===== config.mk =====
export PLATFORM = sky130hd
export DESIGN_NAME = matrix_scanner
export DESIGN_NICKNAME = d
export VERILOG_FILES = /design/src/rtl/matrix_scanner.sv
export SDC_FILE = /design/constraint.sdc
export NUM_CORES = 1
export LEC_CHECK = 0
export CAP_MARGIN = 20
export CORE_MARGIN = 2
export CORE_UTILIZATION = 35
export CTS_CLUSTER_DIAMETER = 80
export DETAILED_ROUTE_END_ITERATION = 8
export GPL_TIMING_DRIVEN = 0
export HOLD_SLACK_MARGIN = 0.06
export PLACE_DENSITY_LB_ADDON = 0.2
export REMOVE_ABC_BUFFERS = 1
export SYNTH_ARGS = -nofsm -noshare
export SYNTH_HDL_FRONTEND = slang
export SYNTH_SLANG_ARGS = --single-unit

===== constraint.sdc =====
create_clock -name clk -period 3 [get_ports clk]
set_input_delay 0.3 -clock clk [delete_from_list [all_inputs] [get_ports clk]]
set_output_delay 0.3 -clock clk [all_outputs]
set_load 0.05 [all_outputs]

===== src/rtl/matrix_scanner.sv =====
`default_nettype none
// ============================================================================
// Module      : matrix_scanner
// Description : Row-multiplexed LED matrix scan driver with frame-boundary
//               shadow latch. Optional macro SCANNER_GHOST_BLANK_EN blanks the
//               columns for the first BLANK cycles of every row slot.
// Revision    : 1.0 - initial release
// ============================================================================
module matrix_scanner #(
  parameter int ROW      = 4,
  parameter int COL      = 4,
  parameter int SCAN_DIV = 1000,
  parameter int BLANK    = 2
) (
  input  logic               clk,
  input  logic               rst_n,
  input  logic [ROW*COL-1:0] frame_in,
  output logic [ROW-1:0]     row_sel,
  output logic [COL-1:0]     col_out,
  output logic               frame_start
);

  localparam int DIV_W = (SCAN_DIV > 2) ? $clog2(SCAN_DIV) : 1;
  localparam int ROW_W = (ROW > 1) ? $clog2(ROW) : 1;
  localparam logic [DIV_W-1:0] C_DIV_LAST  = DIV_W'(SCAN_DIV - 1);
  localparam logic [ROW_W-1:0] C_ROW_LAST  = ROW_W'(ROW - 1);
  localparam logic [DIV_W-1:0] C_BLANK_END = DIV_W'((BLANK > 0) ? BLANK - 1 : 0);

  if (SCAN_DIV < 2) begin : g_bad_scan_div
    $error("matrix_scanner: SCAN_DIV must be >= 2");
  end
  if (BLANK >= SCAN_DIV) begin : g_bad_blank
    $error("matrix_scanner: BLANK must be < SCAN_DIV");
  end

  logic [DIV_W-1:0]   r_div_cnt;
  logic [ROW_W-1:0]   r_row_idx;
  logic [ROW*COL-1:0] r_shadow;
  logic [ROW-1:0]     r_row_sel;
  logic [COL-1:0]     r_col_out;
  logic               r_frame_start;

  logic               w_slot_end;
  logic [ROW_W-1:0]   w_row_next;
  logic               w_wrap;
  logic [ROW-1:0]     w_row_onehot;

  always_comb begin
    w_slot_end   = (r_div_cnt == C_DIV_LAST);
    w_row_next   = (r_row_idx == C_ROW_LAST) ? '0 : r_row_idx + 1'b1;
    w_wrap       = (w_row_next == '0);
    w_row_onehot = ROW'(1) << w_row_next;
  end

  // Reset preloads the terminal count so the first edge is a frame wrap.
  always_ff @(posedge clk or negedge rst_n) begin
    if (!rst_n) begin
      r_div_cnt     <= C_DIV_LAST;
      r_row_idx     <= C_ROW_LAST;
      r_shadow      <= '0;
      r_row_sel     <= '0;
      r_col_out     <= '0;
      r_frame_start <= 1'b0;
    end else if (w_slot_end) begin
      r_div_cnt <= '0;
      r_row_idx <= w_row_next;
      r_row_sel <= w_row_onehot;
      if (w_wrap) begin
        r_shadow      <= frame_in;
        r_frame_start <= 1'b1;
      end else begin
        r_frame_start <= 1'b0;
      end
`ifdef SCANNER_GHOST_BLANK_EN
      if (BLANK > 0) begin
        r_col_out <= '0;
      end else if (w_wrap) begin
        r_col_out <= frame_in[COL-1:0];
      end else begin
        r_col_out <= r_shadow[w_row_next*COL +: COL];
      end
`else
      if (w_wrap) begin
        r_col_out <= frame_in[COL-1:0];
      end else begin
        r_col_out <= r_shadow[w_row_next*COL +: COL];
      end
`endif
    end else begin
      r_div_cnt     <= r_div_cnt + 1'b1;
      r_frame_start <= 1'b0;
`ifdef SCANNER_GHOST_BLANK_EN
      // Shadow already holds this frame, so row 0 reads it here too.
      if (BLANK > 0 && r_div_cnt == C_BLANK_END) begin
        r_col_out <= r_shadow[r_row_idx*COL +: COL];
      end
`endif
    end
  end

  assign row_sel     = r_row_sel;
  assign col_out     = r_col_out;
  assign frame_start = r_frame_start;

endmodule
`default_nettype wire


# --- Word-level counts from Yosys, hierarchy flattened ---
# Cells that the tools add are included.
op_classes:
  add_sub_neg: 2
  eq_ne: 2
  shift: 2
  muxes: 5
  n_reduce_logical: 2
op_table:
  columns: ["op", "n"]
  rows:
  - ["16-bit by 5-bit indexed part select with 4-bit output", 1]
  - ["10-bit by 1-bit adder with 10-bit output, second input constant", 1]
  - ["10-bit equality test, second input constant", 1]
  - ["10-bit two-way mux", 1]
  - ["4-bit two-way mux", 1]
  - ["1-bit by 2-bit left shift with 4-bit output, first input constant", 1]
  - ["2-bit by 1-bit adder with 2-bit output, second input constant", 1]
  - ["2-bit equality test, second input constant", 1]
  - ["2-bit logical NOT", 1]
  - ["1-bit two-way mux", 2]
  - ["2-bit two-way mux", 1]
  - ["2-bit AND reduction", 1]
totals:
  reg_bits: 37
  input_bits: 18
  out_inout_bits: 9

# --- Logic depth before layout (Yosys ltp) ---
logic_depth:
  ltp_word: 5
  ltp_mapped: 6
  mapped_depth_nobuf: 5

# --- Worst setup path after synthesis ---
# Ideal clock, no wire load.
synth_path:
  path_type: "reg-to-reg"
  start: "reg r_div_cnt[0]"
  end: "reg r_shadow[0]"
  setup_time_ps: 125
  t_arrival_ps: 1782
  required_time_ps: 2875
  path_slack_ps: 1092
  path_stages_with_launch: 7
  path_buffers: 1
  period_less_slack_ps: 1908
  path_cell_list: "dfstp_2 -> ha_1 -> nand3_1 -> nor3b_4 -> nand2_4 -> buf_6 -> mux2_4"
synth_via:
  elab_chain_len: 2
synth_lines:
  columns: ["element", "line", "rtl"]
  rows:
  - ["start, declared", "36", "logic [DIV_W-1:0] r_div_cnt;"]
  - ["start signal, assigned", "90", "r_div_cnt <= r_div_cnt + 1'b1;"]
  - ["10-bit equality test", "49", "w_slot_end = (r_div_cnt == C_DIV_LAST);"]
  - ["2-bit AND reduction (no line)", null, null]
  - ["end signal, assigned", "69", "r_shadow <= frame_in;"]
  - ["end, declared", "38", "logic [ROW*COL-1:0] r_shadow;"]
# Every way passes these cells.
# A chain may end at the register's enable or synchronous reset.

# --- Worst setup path after layout ---
layout_path:
  start: "reg r_div_cnt[0]"
  end: "reg r_shadow[12]"
# Same word-level chain as after synthesis.

==> results.md <==
- First-pass DRT Iterations: 4
- Initial antenna violation count: 0
- Total CTS buffers: 5
- Asr flop ratio synth: 1.00
- Worst-Margin Slew: 0.908 ns
- Slew Limit Fails: 0
- Crit path cell chain: ha_1 -> nand3_1 -> nor3b_4 -> nand2_4 -> mux2_4
- Site Rows: 25
- Critical path arrival: 2.76 ns
- Area grow syn2layout: 23.2%
- Clk_skew: 0.00622 ns
- Critical Path RT: 3.16 ns
- Detailed Place HPWL: 2.02 mm
- Count of different cell masters after synthesis: 30
- Main synth FF type: dfrtp_1
- Worst path top cell family by delay: simple AND/OR/NAND/NOR gates
- Die area: 0.00541 sq mm
- CP Capture Type: flip-flop
- CTS tree: built
- Part of the cycle the worst path needs: 0.866
- Routed Antenna Nets: 0
- I/O Pins: 27
- Die Ht: 73.5 um
- Residual DRC count: 0
- Port bufs: 26
- Crit-path max cell delay: 0.79 ns
- Fillers: 456
- Number of synthesized flops with an enable pin: 0
- HP Class: input pin to asynchronous set/reset pin
- Largest net degree at the start of global routing: 38
- All-layer global routing usage: 0.121
- Setup CP Type: flip-flop to flip-flop
- Yosys reg bits: 37
- Syn Inst Count: 124
- Post-Route WL: 2.84 mm
- Final Hold Fails: 0
- Place WS: 0.352 ns
- Sequential cell area fraction in the yosys report: 0.555
- CTS Hold Bufs: 0
- CORE AREA: 0.00469 sq mm
- DR vias/cell: 4.88
- Startpoint types: flip-flop
- Crit path buf inv count: 0
- Synthesized area: 0.00169 sq mm
- Synth Warn #: 0
- Setup WS post-layout: 0.403 ns
- Initial core utilization: 0.361
- Final setup fails: 0
- LEAKAGE: 0.000885 uW
- Maximum clock frequency: 385 MHz
- Starting DRT DRC Count: 26
- Synth cell count leaders: dfrtp_1 (27), mux2_2 (12), dfstp_2 (10), nor2_1 (9), mux2_4 (8)
- Clock root cell: clkbuf_8
- Final min period: 2.60 ns
- Share of cells above drive strength 1: 0.286
- Vias in the first global route: 1066
- Diodes inserted: 0
- Setup tns final: 0 ns
- Area leader, netlist: dfrtp_1
- VDD IR max: 0.301 mV
- Routability cong.: 0.760
- CTS resizes: 0
- Synth top area share: 0.399
- Relative max-transition margin: 0.394
- H-tree depth: 2
- Most frequent cell after synthesis: dfrtp_1
- Die W: 73.5 um
- CTS max path bufs: 2
- PD cells: 442 mW/mm^2
- Final net count: 176
- Max-cap violation count: 0
- Top cells by area, synth: dfrtp_1 (40%), dfstp_2 (16%), mux2_2 (8.0%)
- Post CTS Setup Buffer Count: 0
- Crit Path Max Fanout: 23
- CTS Sinks: 37
- Syn Area/Cell: 13.6 sq um
- DR vias: 1014
- First-pass GRT wire length: 4.89 mm
- Remaining global-route overflow: 0
- Clock transition at path regs: 0.07 ns
- Crit path max-delay cell type: nor3b_4
- RSZ-0062 raised after global routing: no
- Status: finished, final reports clean
- Avg WL per Cell: 13.6 um
- Reg-to-reg slack, setup: 0.40 ns
- Clock latency on the worst-skew pair: 0.28 ns
report_power, final:
| group | switching (uW) | internal (uW) |
|---|---|---|
| Clock | 168 | 187 |
| Sequential | 5.37 | 510 |
| Combinational | 16.7 | 33.8 |
| Total | 190 | 731 |
sequential cells by signal, summed over array words and instances (netlist names):
signal,cells
row_sel,4
r_row_idx,2
col_out,4
frame_start,1
r_div_cnt,10
r_shadow,16
through the flow:
stage / instance area, sq um / utilization / power [uW] / std cells / hold slack (ns)
4_1_cts: 2080 / 0.444 / 939 / 208 / 0.135
3_3_place_gp: 2000 / 0.425 / 575 / 200 / 0.486
6_report: 2080 / 0.444 / 921 / 208 / 0.115
3_5_place_dp: 1990 / 0.424 / 577 / 200 / 0.451
2_1_floorplan: 1670 / - / 541 / 120 / 0.00441
5_1_grt: 2080 / 0.444 / 970 / 208 / 0.171
placed cells by master (no fill, tap or decap):
| cell | Yosys | layout |
|---|---|---|
| mux2_4 | 8 | 8 |
| o21ai_0 | 6 | 6 |
| clkinvlp_4 | 0 | 1 |
| nor3b_4 | 1 | 1 |
| clkdlybuf4s50_1 | 0 | 25 |
| xnor2_1 | 2 | 2 |
| mux4_2 | 4 | 4 |
| mux2_2 | 12 | 12 |
| a21oi_1 | 5 | 5 |
| clkbuf_8 | 0 | 6 |
| nand2_4 | 1 | 1 |
| a31oi_1 | 1 | 1 |
| nor3_1 | 1 | 1 |
| inv_1 | 4 | 4 |
| nand4_1 | 1 | 1 |
| nor4_1 | 1 | 1 |
| or3_1 | 1 | 1 |
| buf_2 | 1 | 1 |
| dfrtp_1 | 27 | 27 |
| and4bb_1 | 1 | 1 |
| dfstp_2 | 10 | 10 |
| mux2i_1 | 4 | 4 |
| nand2_1 | 6 | 6 |
| ha_1 | 5 | 5 |
| and3_1 | 1 | 1 |
| nor2b_1 | 1 | 1 |
| nor2_1 | 9 | 9 |
| nand3_1 | 4 | 4 |
| xor2_1 | 2 | 2 |
| o31ai_1 | 2 | 2 |
| clkbuf_1 | 1 | 1 |
logic make-up after synthesis:
kind of cell               Yosys count  share of synthesized area
AOI/OAI and AO/OA                   14                     0.0451
adders and majority gates            5                     0.0370
DFF                                 37                      0.555
muxes                               28                      0.228
buffers and inverters                8                     0.0229
xor gates and xnor gates             4                     0.0207
and+or+nand+nor                     28                     0.0917
metal layers:
layer  track usage  up-vias  routed length (um)
met3        0.0412        4                 110
met5             0        -                   0
met2         0.195       17                1440
met1         0.153      500                1250
met4        0.0364        0                  35
li1              -      493                   -
path summary, 6_finish.rpt:
check / start / depth (start not counted) / to
setup / recovery: r_div_cnt[0] / 5 / r_shadow[12]
hold / removal: rst_n / 1 / r_div_cnt[4]
max in group asynchronous: rst_n / 1 / r_shadow[13]
setup reg to reg: r_div_cnt[0] / 5 / r_shadow[12]
min in group clk: row_sel[1] / 1 / row_sel[1]
hold reg to reg: row_sel[1] / 1 / row_sel[1]
final cells by class:
type                    instances  area, sq um  area share
well taps                      54         67.6      0.0324
repair buffers                 26          255       0.122
clock buffers                   7         86.3      0.0414
flip-flops and latches         37          938       0.450
multi-input cells              79          714       0.343
clock inverters                 1         7.51     0.00360
inverters                       4         15.0     0.00720
Note: power is estimated with default switching activity, not from simulation.
